**src/rtl/rv32_pkg.sv**
```systemverilog
`default_nettype none
// ============================================================================
// Module   : rv32_pkg
// Brief    : Shared hazard-control types and constants for the RV32 core.
// Revision : 1.0 - initial release
// ============================================================================
package rv32_pkg;

    localparam logic [1:0] LOAD_RESULT_SRC = 2'b01;

    typedef enum logic [1:0] {
        FWD_RF = 2'b00,
        FWD_W  = 2'b01,
        FWD_M  = 2'b10
    } fwd_sel_e;

    typedef enum logic [0:0] {
        MC_IDLE = 1'b0,
        MC_BUSY = 1'b1
    } mc_state_e;

    typedef struct packed {
        logic stall_f;
        logic stall_d;
        logic stall_e;
        logic flush_d;
        logic flush_e;
        logic flush_m;
    } hazard_ctrl_t;

    localparam hazard_ctrl_t HAZARD_NONE = '0;

    // x0 is hardwired to zero, so a write to it never creates a dependency.
    function automatic logic reg_match(input logic [4:0] rd, input logic [4:0] rs);
        return (rd != 5'd0) && (rd == rs);
    endfunction

endpackage
`default_nettype wire

```
**src/rtl/rv32_hazard_mc_fsm.sv**
```systemverilog
`default_nettype none
// ============================================================================
// Module   : rv32_hazard_mc_fsm
// Brief    : Start/done sequencer and timeout watchdog for multi-cycle E ops.
// Revision : 1.0 - initial release
// ============================================================================
module rv32_hazard_mc_fsm #(
    parameter int MC_TIMEOUT = 64
) (
    input  logic clk_i,
    input  logic rst_n_i,
    input  logic mc_op_e_i,
    input  logic pc_source_e_i,
    input  logic mc_done_i,
    output logic mc_active_o,
    output logic mc_hold_o,
    output logic mc_flush_m_o,
    output logic mc_start_o,
    output logic mc_busy_o,
    output logic mc_timeout_o
);
    import rv32_pkg::*;

    localparam int                 c_cnt_w   = $clog2(MC_TIMEOUT + 1);
    localparam logic [c_cnt_w-1:0] c_cnt_max = c_cnt_w'(MC_TIMEOUT);
    localparam logic [c_cnt_w-1:0] c_cnt_one = c_cnt_w'(1);

    mc_state_e          r_state;
    mc_state_e          w_state_nxt;
    logic [c_cnt_w-1:0] r_count;
    logic [c_cnt_w-1:0] w_count_nxt;
    logic               r_timeout;
    logic               w_timeout_nxt;

    always_ff @(posedge clk_i or negedge rst_n_i) begin
        if (!rst_n_i) begin
            r_state   <= MC_IDLE;
            r_count   <= '0;
            r_timeout <= 1'b0;
        end else begin
            r_state   <= w_state_nxt;
            r_count   <= w_count_nxt;
            r_timeout <= w_timeout_nxt;
        end
    end

    always_comb begin
        w_state_nxt   = r_state;
        w_count_nxt   = r_count;
        w_timeout_nxt = r_timeout;
        mc_active_o   = 1'b0;
        mc_hold_o     = 1'b0;
        mc_flush_m_o  = 1'b0;
        mc_start_o    = 1'b0;
        case (r_state)
            MC_IDLE: begin
                // A taken branch squashes the op before it is launched.
                if (mc_op_e_i && !pc_source_e_i) begin
                    mc_active_o  = 1'b1;
                    mc_hold_o    = 1'b1;
                    mc_flush_m_o = 1'b1;
                    mc_start_o   = 1'b1;
                    w_count_nxt  = '0;
                    w_state_nxt  = MC_BUSY;
                end
            end
            MC_BUSY: begin
                mc_active_o = 1'b1;
                w_count_nxt = r_count + c_cnt_one;
                if (mc_done_i) begin
                    w_state_nxt = MC_IDLE;
                end else if (r_count == c_cnt_max) begin
                    // Abort: let the pipe move on, but bubble the stale result.
                    mc_flush_m_o  = 1'b1;
                    w_timeout_nxt = 1'b1;
                    w_state_nxt   = MC_IDLE;
                end else begin
                    mc_hold_o    = 1'b1;
                    mc_flush_m_o = 1'b1;
                end
            end
            default: begin
                w_state_nxt = MC_IDLE;
            end
        endcase
    end

    assign mc_busy_o    = (r_state == MC_BUSY);
    assign mc_timeout_o = r_timeout;

endmodule
`default_nettype wire

```
**src/rtl/rv32_hazard_ctrl.sv**
```systemverilog
`default_nettype none
// ============================================================================
// Module   : rv32_hazard_ctrl
// Brief    : Forwarding selects, load-use stalls, flushes and multi-cycle ops.
// Revision : 1.0 - initial release
// ============================================================================
module rv32_hazard_ctrl #(
    parameter int         MC_TIMEOUT      = 64,
    parameter logic [1:0] LOAD_RESULT_SRC = rv32_pkg::LOAD_RESULT_SRC
) (
    input  logic       clk_i,
    input  logic       rst_n_i,
    input  logic [4:0] rs1_d_i,
    input  logic [4:0] rs2_d_i,
    input  logic [4:0] rs1_e_i,
    input  logic [4:0] rs2_e_i,
    input  logic [4:0] rd_e_i,
    input  logic [1:0] result_source_e_i,
    input  logic [4:0] rd_m_i,
    input  logic [4:0] rd_w_i,
    input  logic       reg_write_m_i,
    input  logic       reg_write_w_i,
    input  logic       pc_source_e_i,
    input  logic       mc_op_e_i,
    input  logic       mc_done_i,
    output logic [1:0] forward_a_o,
    output logic [1:0] forward_b_o,
    output logic       stall_f_o,
    output logic       stall_d_o,
    output logic       stall_e_o,
    output logic       flush_d_o,
    output logic       flush_e_o,
    output logic       flush_m_o,
    output logic       mc_start_o,
    output logic       mc_busy_o,
    output logic       mc_timeout_o
);
    import rv32_pkg::*;

    // The younger producer in M shadows an older write of the same register in W.
    function automatic fwd_sel_e fwd_select(
        input logic [4:0] rs_e,
        input logic [4:0] rd_m,
        input logic       wr_m,
        input logic [4:0] rd_w,
        input logic       wr_w
    );
        if (wr_m && reg_match(rd_m, rs_e)) begin
            return FWD_M;
        end else if (wr_w && reg_match(rd_w, rs_e)) begin
            return FWD_W;
        end
        return FWD_RF;
    endfunction

    fwd_sel_e     w_fwd_a;
    fwd_sel_e     w_fwd_b;
    logic         w_lw_stall;
    hazard_ctrl_t w_hz;
    logic         w_mc_active;
    logic         w_mc_hold;
    logic         w_mc_flush_m;
    logic         w_mc_start;

    assign w_fwd_a = fwd_select(rs1_e_i, rd_m_i, reg_write_m_i, rd_w_i, reg_write_w_i);
    assign w_fwd_b = fwd_select(rs2_e_i, rd_m_i, reg_write_m_i, rd_w_i, reg_write_w_i);

    assign w_lw_stall = (result_source_e_i == LOAD_RESULT_SRC) &&
                        (reg_match(rd_e_i, rs1_d_i) || reg_match(rd_e_i, rs2_d_i));

    rv32_hazard_mc_fsm #(
        .MC_TIMEOUT (MC_TIMEOUT)
    ) u_mc_fsm (
        .clk_i         (clk_i),
        .rst_n_i       (rst_n_i),
        .mc_op_e_i     (mc_op_e_i),
        .pc_source_e_i (pc_source_e_i),
        .mc_done_i     (mc_done_i),
        .mc_active_o   (w_mc_active),
        .mc_hold_o     (w_mc_hold),
        .mc_flush_m_o  (w_mc_flush_m),
        .mc_start_o    (w_mc_start),
        .mc_busy_o     (mc_busy_o),
        .mc_timeout_o  (mc_timeout_o)
    );

    // While a multi-cycle op owns E it is neither a load nor a branch, so the
    // sequencer alone decides the pipeline enables.
    always_comb begin
        w_hz = HAZARD_NONE;
        if (w_mc_active) begin
            w_hz.stall_f = w_mc_hold;
            w_hz.stall_d = w_mc_hold;
            w_hz.stall_e = w_mc_hold;
            w_hz.flush_m = w_mc_flush_m;
        end else begin
            if (w_lw_stall) begin
                w_hz.stall_f = 1'b1;
                w_hz.stall_d = 1'b1;
                w_hz.flush_e = 1'b1;
            end
            if (pc_source_e_i) begin
                w_hz.flush_d = 1'b1;
                w_hz.flush_e = 1'b1;
                w_hz.stall_d = 1'b0;
            end
        end
        if (!rst_n_i) begin
            w_hz = HAZARD_NONE;
        end
    end

    assign forward_a_o = rst_n_i ? w_fwd_a : FWD_RF;
    assign forward_b_o = rst_n_i ? w_fwd_b : FWD_RF;
    assign stall_f_o   = w_hz.stall_f;
    assign stall_d_o   = w_hz.stall_d;
    assign stall_e_o   = w_hz.stall_e;
    assign flush_d_o   = w_hz.flush_d;
    assign flush_e_o   = w_hz.flush_e;
    assign flush_m_o   = w_hz.flush_m;
    assign mc_start_o  = rst_n_i & w_mc_start;

endmodule
`default_nettype wire

```
**config.mk**
```make
export PLATFORM = sky130hd
export DESIGN_NAME = rv32_hazard_ctrl
export DESIGN_NICKNAME = d
export VERILOG_FILES = /design/src/rtl/rv32_pkg.sv /design/src/rtl/rv32_hazard_mc_fsm.sv /design/src/rtl/rv32_hazard_ctrl.sv
export SDC_FILE = /design/constraint.sdc
export NUM_CORES = 1
export LEC_CHECK = 0
export ABC_AREA = 1
export BUFFER_PORTS_ARGS = -buffer_cell sky130_fd_sc_hd__buf_2
export CORE_ASPECT_RATIO = 0.8
export CORE_UTILIZATION = 48
export DETAILED_ROUTE_END_ITERATION = 6
export PLACE_DENSITY = 0.84
export SLEW_MARGIN = 20
export SYNTH_ARGS = -nofsm -noshare
export SYNTH_HDL_FRONTEND = slang
export SYNTH_SLANG_ARGS = --single-unit
```
**constraint.sdc**
```tcl
create_clock -name clk_i -period 3.6 [get_ports clk_i]
set_input_delay 0.54 -clock clk_i [delete_from_list [all_inputs] [get_ports clk_i]]
set_output_delay 0.54 -clock clk_i [all_outputs]
set_load 0.01 [all_outputs]
```
==> results of run 1 <==
-- power by group through the flow --
stage | registers (W) | logic, W | clock network, W
3_5_place_dp | 0.000138 | 0.000146 | 0
3_3_place_gp | 0.000138 | 0.000145 | 0
5_1_grt | 0.000140 | 0.000166 | 0.0000863
6_report | 0.000136 | 0.000147 | 0.0000766
2_1_floorplan | 0.000133 | 0.0000893 | 0
4_1_cts | 0.000136 | 0.000147 | 0.0000802
-- layout make-up --
type	count	area, µm²	share of cell area (%)
clock buffer	4	26.3	1.89
inverter	37	139	9.98
multi-input combinational	134	691	49.6
sequential	9	225	16.2
tap	24	30.0	2.16
timing repair buffer	56	280	20.1
-- through the flow --
step	area, µm²	std cells
2_1_floorplan	1060	181
3_5_place_dp	1370	260
5_1_grt	1390	264
4_1_cts	1390	264
3_3_place_gp	1370	260
6_report	1390	264
-- critical path, stage by stage (launching register included) --
cell,delay (ps)
dfrtp_1,490
inv_2,140
nand3_2,180
a31oi_1,210
nand2_1,90
nor2_1,80
buf_2,130
-- placed cells by master (no fill, tap or decap), types with 4 or more instances in the layout --
cell     instances
buf_2           56
nand2_1         45
inv_1           36
nor2_1          24
nand3_1         11
o21ai_0         10
dfrtp_1          9
xor2_1           8
nor3_1           7
xnor2_1          4
a21oi_1          4
-- routing by layer --
layer,GRT usage [%],wire (µm),up-vias
met5,0,0,-
met4,6.15,0,0
met3,3.44,148,0
met2,33.3,1140,42
met1,35.4,1380,547
li1,-,-,689
-- worst max-delay path by stage --
stage	from	endpoint	slack, ps	cells after the start
floorplan	rd_m_i[3]	forward_a_o[0]	1800	6
global placement	rst_n_i	forward_b_o[1]	1580	4
detailed placement	rd_m_i[1]	forward_a_o[0]	1550	8
CTS	u_mc_fsm.mc_busy_o	stall_d_o	1460	7
global route	u_mc_fsm.mc_busy_o	stall_d_o	1320	7
finish	u_mc_fsm.mc_busy_o	stall_d_o	1480	6
-- sequential cells by signal, summed over array words and instances, names as in the netlist --
signal	cells
u_mc_fsm.mc_timeout_o	1
u_mc_fsm.mc_busy_o	1
u_mc_fsm.r_count	7
-- cells by family (layout without fill, tap and decap cells) --
logic type	after synthesis	after routing	synth area share, %
buffers and inverters	38	97	13.8
AOI/OAI and AO/OA	23	23	12.7
adders and majority gates	2	2	2.36
DFF	9	9	21.2
xor gates and xnor gates	12	12	9.89
and+or+nand+nor	96	96	39.0
muxes	1	1	1.06
==> impl_metrics.ini, run 1 <==
[synth]
yosysSeqAreaShare_pct = 21.2
synth_area_mm2 = 0.00106
synth_top_area_cell = dfrtp_1
yosys_warnings = 0
ys_async_sr_fraction_pct = 100
synthFlopType = dfrtp_1
synth_most_common_cell = nand2_1
yosysUniqueCellTypes = 26
synth_top_area_share_pct = 21.2
synth-seq-cells = 9
synth_edf_count = 0
synth_area_leaders = dfrtp_1 (21%), nand2_1 (16%), inv_1 (13%)
syn_avg_cell_area_um2 = 5.87
synth_commonest_cells = nand2_1 (45), inv_1 (36), nor2_1 (24)
synth_cells = 181
syn_nets = 227

[cts]
cts_tree = built
cts_setup_buffers = 0
cts_resized = 0
cts_max_path_buffers = 2
clkLatencyLatePin_ps = 260
cts-root-buf = clkbuf_4
cts_buffers = 3
clkSlewWorstSetupHoldPaths_ps = 60
hold_buffers = 0
cts_num_sinks = 9
h-tree-depth = 1

[power]
leakage_nw = 0.844
p_sw_w = 0.000135
power.internal_w = 0.000224
comb_power_share_pct = 40.9
p_sw_share_pct = 37.7
vdd.ir_drop.worst_mv = 0.288
pwr-share-clk_pct = 21.3
p_seq_share_pct = 37.8
p_per_area_mw_per_mm2 = 258
power.total_w = 0.000359

[final_layout]
fill_cells = 189
diodes = 0
post-route-util_pct = 70.3
nNetsFinal = 287
synthToLayoutAreaGrowth_pct = 31.0
drive_gt1_share_pct = 26.7

[timing]
finalCriticalPeriod_ps = 2120
hold_ws_ps = 153
worst_slack_ps = 1480
drv_slew = 0
clock_skew_ps = 1.27
period_share_pct = 58.9
fmax_ghz = 0.471
slew_headroom_pct = 78.5
fin_setup_tns_ps = 0
rsz0062_at_grt = false
finalHoldViolations = 0
worst_pin_slew_ps = 323
setup_viol = 0

[floorplanning]
num_io_pins = 57
fp-row-count = 14
dieArea_mm2 = 0.00241
start_util_pct = 53.7
core-area_mm2 = 0.00198
die_h_um = 44.1
die_x_um = 54.6

[drt]
final_antenna_net_count = 0
drt_iter0_markers = 27
via_count = 1278
drc_errors = 0
post_drt_wl_per_cell_um = 10.1
dr.pass1.iters = 4
postRouteWirelength_um = 2670
viasPerCell = 4.84

[worst_setup_path]
r2r_slack_ps = 2310
cp.required_ps = 3060
ff2ff_path_depth = 5
critPathArrivalTime_ps = 1580
crit_fanout = 10
path_class = reg2out
rr_startpoint = u_mc_fsm.mc_busy_o
critPathLaunchType = flop
worstReg2RegEnd = u_mc_fsm.r_count[6]
worstSetupEndpointType = primary output

[grt]
antenna_found_initial = 0
grt_usage_pct = 23.1
grt_pass1_vias = 1009
grt_max_degree = 15
grt_pass1_wl_um = 4080
grt_overflow = 0

[place]
dp_hpwl_um = 2240
preCtsSetupSlack_ps = 1550
place.gp.congestion = 0.944
port-buffer-count = 56

[outcome]
outcome = complete, no violations

[min_path]
worstHoldPathType = in2async

[job]
drv_cap = 0
No activity file was read; power rests on OpenSTA's default activity.
==> inputs of run 2 (changes only) <==
--- a/config.mk
+++ b/config.mk
@@ -5,12 +5,12 @@
 export SDC_FILE = /design/constraint.sdc
 export NUM_CORES = 1
 export LEC_CHECK = 0
-export ABC_AREA = 1
+export ABC_AREA = 0
 export BUFFER_PORTS_ARGS = -buffer_cell sky130_fd_sc_hd__buf_2
 export CORE_ASPECT_RATIO = 0.8
-export CORE_UTILIZATION = 48
+export CORE_UTILIZATION = 38
 export DETAILED_ROUTE_END_ITERATION = 6
-export PLACE_DENSITY = 0.84
+export PLACE_DENSITY = 0.75
 export SLEW_MARGIN = 20
 export SYNTH_ARGS = -nofsm -noshare
 export SYNTH_HDL_FRONTEND = slang
==> constraint.sdc (replaced) <==
create_clock -name clk_i -period 1.75 [get_ports clk_i]
set_input_delay 0.2625 -clock clk_i [delete_from_list [all_inputs] [get_ports clk_i]]
set_output_delay 0.2625 -clock clk_i [all_outputs]
set_load 0.01 [all_outputs]
==> impl_metrics.ini, run 2 <==
[floorplanning]
die_x_um = 56.2
die_h_um = 45.3
dieArea_mm2 = 0.00255
start_util_pct = 41.0
core-area_mm2 = 0.00218
fp-row-count = 15
num_io_pins = 57

[synth]
synth_edf_count = 0
synthFlopType = dfrtp_1
synth_top_area_share_pct = 25.2
syn_nets = 154
synth_most_common_cell = xor2_1
synth_area_leaders = dfrtp_1 (25%), xor2_1 (17%), xnor2_1 (14%)
synth_cells = 108
syn_avg_cell_area_um2 = 8.26
yosys_warnings = 0
synth_top_area_cell = dfrtp_1
synth-seq-cells = 9
yosysUniqueCellTypes = 30
synth_commonest_cells = xor2_1 (17), xnor2_1 (14), dfrtp_1 (9), nand2_1 (9), nand3_1 (8)
ys_async_sr_fraction_pct = 100
yosysSeqAreaShare_pct = 25.2
synth_area_um2 = 892

[grt]
grt_max_degree = 9
grt_usage_pct = 22.2
grt_overflow = 0
antenna_found_initial = 0
grt_pass1_wl_um = 4370
grt_pass1_vias = 1013

[worst_setup_path]
cp.required_ps = 1490
path_buf_inv = 3
worstSetupEndpointType = primary output
cp_common_cell = buf_6
critPathArrivalTime_ps = 1600
cp_cell_sequence = buf_6, buf_6, xor2_1, or4_4, nor4_4, buf_2
path_class = in2out
crit_fanout = 2
crit_path_max_incr_delay_ps = 550
cp_top_family = simple AND/OR/NAND/NOR gates
slowest_stage = or4_4
critPathLaunchType = input port

[timing]
slew_headroom_pct = 79.7
worst_pin_slew_ps = 302
finalCriticalPeriod_ps = 1870
period_share_pct = 107
drv_slew = 0
fmax_ghz = 0.536
hold_ws_ps = 207
finalHoldViolations = 0
setup_viol = 4
clock_skew_ps = 1.98
worst_slack_ps = -117
rsz0062_at_grt = true

[drt]
drt_iter0_markers = 57
via_count = 1121
final_antenna_net_count = 0
dr.pass1.iters = 4
viasPerCell = 5.21
post_drt_wl_per_cell_um = 13.9
postRouteWirelength_um = 3000
drc_errors = 0

[final_layout]
final_cell_area_mm2 = 0.00152
post-route-util_pct = 69.9
diodes = 0
top_register = u_mc_fsm.r_count
largest_register_ffs = 7
synthToLayoutAreaGrowth_pct = 70.7
drive_gt1_share_pct = 51.6
mostFrequentLayoutCells = buf_2 (53), buf_4 (20), xor2_1 (17)
final_common_cell = buf_2
nNetsFinal = 237

[place]
dp_hpwl_um = 2230
port-buffer-count = 56
place.gp.congestion = 0.778
preCtsSetupSlack_ps = -89.2
placed_area_mm2 = 0.00129

[outcome]
violations = negative setup slack
outcome = complete, but fails checks

[cts]
cts-root-buf = clkbuf_4
cts_max_path_buffers = 2
clkSlewWorstSetupHoldPaths_ps = 60
clkLatencyLatePin_ps = 270
h-tree-depth = 1
cts_num_sinks = 9
cts_tree = built
cts_buffers = 3

[job]
drv_cap = 0

[power]
leakage_nw = 0.775
vdd.ir_drop.worst_mv = 0.480
p_per_area_mw_per_mm2 = 582

[min_path]
worstHoldPathType = in2async
[run 2: cell types whose count changed after synthesis, sizes merged, moves of 5 or more]
cell / delta
xor2: +9
nor2: -22
nand3: -5
inv: -32
xnor2: +10
nand2: -36
[run 2: worst paths after layout]
kind                                  startpoint                    end  slack (ps)  depth (start not counted)
max                                    rd_w_i[1]         forward_b_o[0]        -120                          6
min                                      rst_n_i    u_mc_fsm.r_count[1]         210                          3
max reg2reg                  u_mc_fsm.r_count[0]    u_mc_fsm.r_count[6]         380                          6
min reg2reg                u_mc_fsm.mc_timeout_o  u_mc_fsm.mc_timeout_o         480                          1
max in group asynchronous                rst_n_i     u_mc_fsm.mc_busy_o        1420                          3
min in group clk_i                     mc_done_i  u_mc_fsm.mc_timeout_o         300                          3
[run 2: cell families after synthesis]
kind of cell             count (synthesis)  synth area share (%)
AO/OA/AOI/OAI                           16                  11.6
flip-flops                               9                  25.2
XOR/XNOR                                31                  30.4
AND/OR/NAND/NOR                         44                  27.3
buffers and inverters                    6                  2.52
adder cells (fa/ha/maj)                  2                  2.80
[run 2: tightest hold or removal path: stages]
cell and delay (ps):
buf_2 130, dlymetal6s4s_1 260, buf_4 150
[run 2: area by class of cell]
class	instances	area, µm²
inverters	5	18.8
multi-input cells	93	736
fillers	171	654
clock buffers	4	26.3
well taps	25	31.3
flip-flops and latches	9	226
repair buffers	79	484
[run 2: routing by layer]
metal	share of wire, %	global-route usage, %	up-vias
li1	-	-	543
met1	39	25.4	538
met2	55	44.0	34
met3	3.8	5.16	6
met4	1.5	2.93	0
met5	0	0	-
[run 2: where the power goes]
group	switching [W]	leakage, nW	internal (W)
clock network	0.0000790	0.0150	0.0000883
logic	0.000215	0.640	0.000228
registers	0.0000312	0.120	0.000246
[run 2: repair_timing]
| action | 4_1_cts | 5_1_grt |
|---|---|---|
| pin swaps | 5 | 8 |
| setup buffers | 6 | 4 |
| hold buffers | 1 | 0 |
| hold endpoints to repair | 9 | 0 |
| endpoints found under the setup margin | 5 | 8 |
| resized for setup | 7 | 19 |
| cloned | 0 | 0 |
[run 2: metrics by stage]
stage / std cells / power (W) / TNS (ps)
finish: 215 / 0.000887 / -323
floorplan: 108 / 0.000438 / 0
detailed placement: 200 / 0.000594 / -89.2
global route: 215 / 0.000950 / -702
global placement: 200 / 0.000582 / -47.5
CTS: 211 / 0.000815 / -166
==> inputs of run 3 (changes only) <==
--- a/config.mk
+++ b/config.mk
@@ -5,12 +5,12 @@
 export SDC_FILE = /design/constraint.sdc
 export NUM_CORES = 1
 export LEC_CHECK = 0
-export ABC_AREA = 0
+export ABC_AREA = 1
 export BUFFER_PORTS_ARGS = -buffer_cell sky130_fd_sc_hd__buf_2
 export CORE_ASPECT_RATIO = 0.8
-export CORE_UTILIZATION = 38
+export CORE_UTILIZATION = 40
 export DETAILED_ROUTE_END_ITERATION = 6
-export PLACE_DENSITY = 0.75
+export PLACE_DENSITY = 0.87
 export SLEW_MARGIN = 20
 export SYNTH_ARGS = -nofsm -noshare
 export SYNTH_HDL_FRONTEND = slang
==> impl_metrics.ini, run 3 (same netlist as run 1, synthesis figures left out) <==
[power]
p_seq_share_pct = 32.6
p_per_area_mw_per_mm2 = 546
power.internal_w = 0.000514
comb_power_share_pct = 47.0
leakage_nw = 0.914
vdd.ir_drop.worst_mv = 0.198
p_sw_share_pct = 38.5
p_sw_w = 0.000322
pwr-share-clk_pct = 20.4

[timing]
rsz0062_at_grt = true
finalHoldViolations = 0
slew_headroom_pct = 79.1
finalCriticalPeriod_ps = 1790
hold_ws_ps = 282
period_share_pct = 102
fmax_ghz = 0.560
fin_setup_tns_ps = -36.8
setup_viol = 1
drv_slew = 0
worst_pin_slew_ps = 311
worst_slack_ps = -36.8
clock_skew_ps = 1.05

[drt]
drt_iter0_markers = 93
via_count = 1374
dr.pass1.iters = 4
final_antenna_net_count = 0
post_drt_wl_per_cell_um = 10.5
viasPerCell = 4.72
postRouteWirelength_um = 3040
drc_errors = 0

[worst_setup_path]
worstSetupEndpointType = primary output
setup.worst_path.start = u_mc_fsm.r_count[0]
path_class = reg2out
critPathArrivalTime_ps = 1520
critPathLaunchType = flop
crit_fanout = 3
rr_startpoint = u_mc_fsm.r_count[0]
cp.required_ps = 1490

[final_layout]
drive_gt1_share_pct = 32.5
mostFrequentLayoutCells = buf_2 (56), nand2_1 (44), inv_1 (34)
top_register = u_mc_fsm.r_count
stdcell_count = 291
final_common_cell = buf_2
diodes = 0
largest_register_ffs = 7
nNetsFinal = 302
post-route-util_pct = 61.8
synthToLayoutAreaGrowth_pct = 44.4

[place]
place.gp.congestion = 0.853
port-buffer-count = 56
dp_hpwl_um = 2370
placed_cells = 275

[cts]
cts_tree = built
h-tree-depth = 1
clkSlewWorstSetupHoldPaths_ps = 70
cts_buffers = 3
cts_max_path_buffers = 2
cts-root-buf = clkbuf_4
cts_num_sinks = 9
clkLatencyLatePin_ps = 270

[grt]
grt_pass1_vias = 1134
grt_max_degree = 12
grt_overflow = 0
grt_pass1_wl_um = 4620
antenna_found_initial = 0
grt_usage_pct = 21.3

[floorplanning]
start_util_pct = 42.8
fp-row-count = 16
die_x_um = 59.6
num_io_pins = 57
core-area_mm2 = 0.00248
die_h_um = 48.1
dieArea_mm2 = 0.00287

[min_path]
hold_start = mc_done_i
worstHoldPathType = in2reg

[outcome]
violations = negative setup slack
outcome = complete, but fails checks

[job]
drv_cap = 0
==> run 3: changes by cell type in the layout (fill, tap and decap cells not counted), sizes merged, moves of 5 or more <==
cell,before,now
nand2,9,45
xnor2,14,4
nor2,4,26
nand3,8,13
buf,78,70
xor2,17,8
inv,5,37
==> run 3: final timing paths <==
kind | cells after the start | slack (ps) | end
setup reg to reg | 8 | 210 | u_mc_fsm.r_count[6]
setup / recovery | 8 | -40 | stall_d_o
hold / removal | 4 | 280 | u_mc_fsm.mc_timeout_o
hold reg to reg | 1 | 490 | u_mc_fsm.mc_timeout_o
max in group asynchronous | 4 | 1010 | u_mc_fsm.r_count[4]
min in group asynchronous | 4 | 620 | u_mc_fsm.r_count[0]
==> run 3: timing repair <==
action                                  CTS  global route
setup buffers                             3             8
resized for setup                         1             5
cloned                                    0             0
pin swaps                                 3             5
hold buffers                              1             0
endpoints found under the setup margin    2             5
hold endpoints to repair                  9             0
==> run 3: routing by layer <==
layer	vias up	part of all wire, %	track usage [%]	wire length, µm
met5	-	0	0	0
met4	0	0.39	4.65	12
met3	2	4.9	4.24	150
met2	43	51	39.1	1550
met1	609	44	26.6	1330
li1	720	-	-	-
==> run 3: critical path: stages (launching register included) <==
cell	delay (ps)
dfrtp_1	370
inv_2	50
ha_2	160
nand4_1	120
nand2_2	80
a31oi_1	160
nand2_1	90
nor2_1	100
buf_2	130
==> run 3: power groups by stage <==
stage	Combinational [W]	Sequential, W	Clock [W]
detailed placement	0.000320	0.000277	0
floorplan	0.000184	0.000274	0
CTS	0.000356	0.000269	0.000173
global placement	0.000313	0.000276	0
global route	0.000442	0.000277	0.000182
finish	0.000393	0.000273	0.000170
==> run 3: layout make-up <==
type | count | area [µm²]
fillers | 250 | 948
multi-input cells | 134 | 699
repair buffers | 71 | 399
flip-flops and latches | 9 | 225
inverters | 37 | 139
well taps | 36 | 45.0
clock buffers | 4 | 26.3
==> run 3: per-stage QoR <==
stage	setup slack [ps]	instance area, µm²	total power (W)
CTS	1.07	1460	0.000798
floorplan	297	1060	0.000458
global route	-135	1530	0.000901
detailed placement	204	1400	0.000597
global placement	245	1400	0.000589
finish	-36.8	1530	0.000837
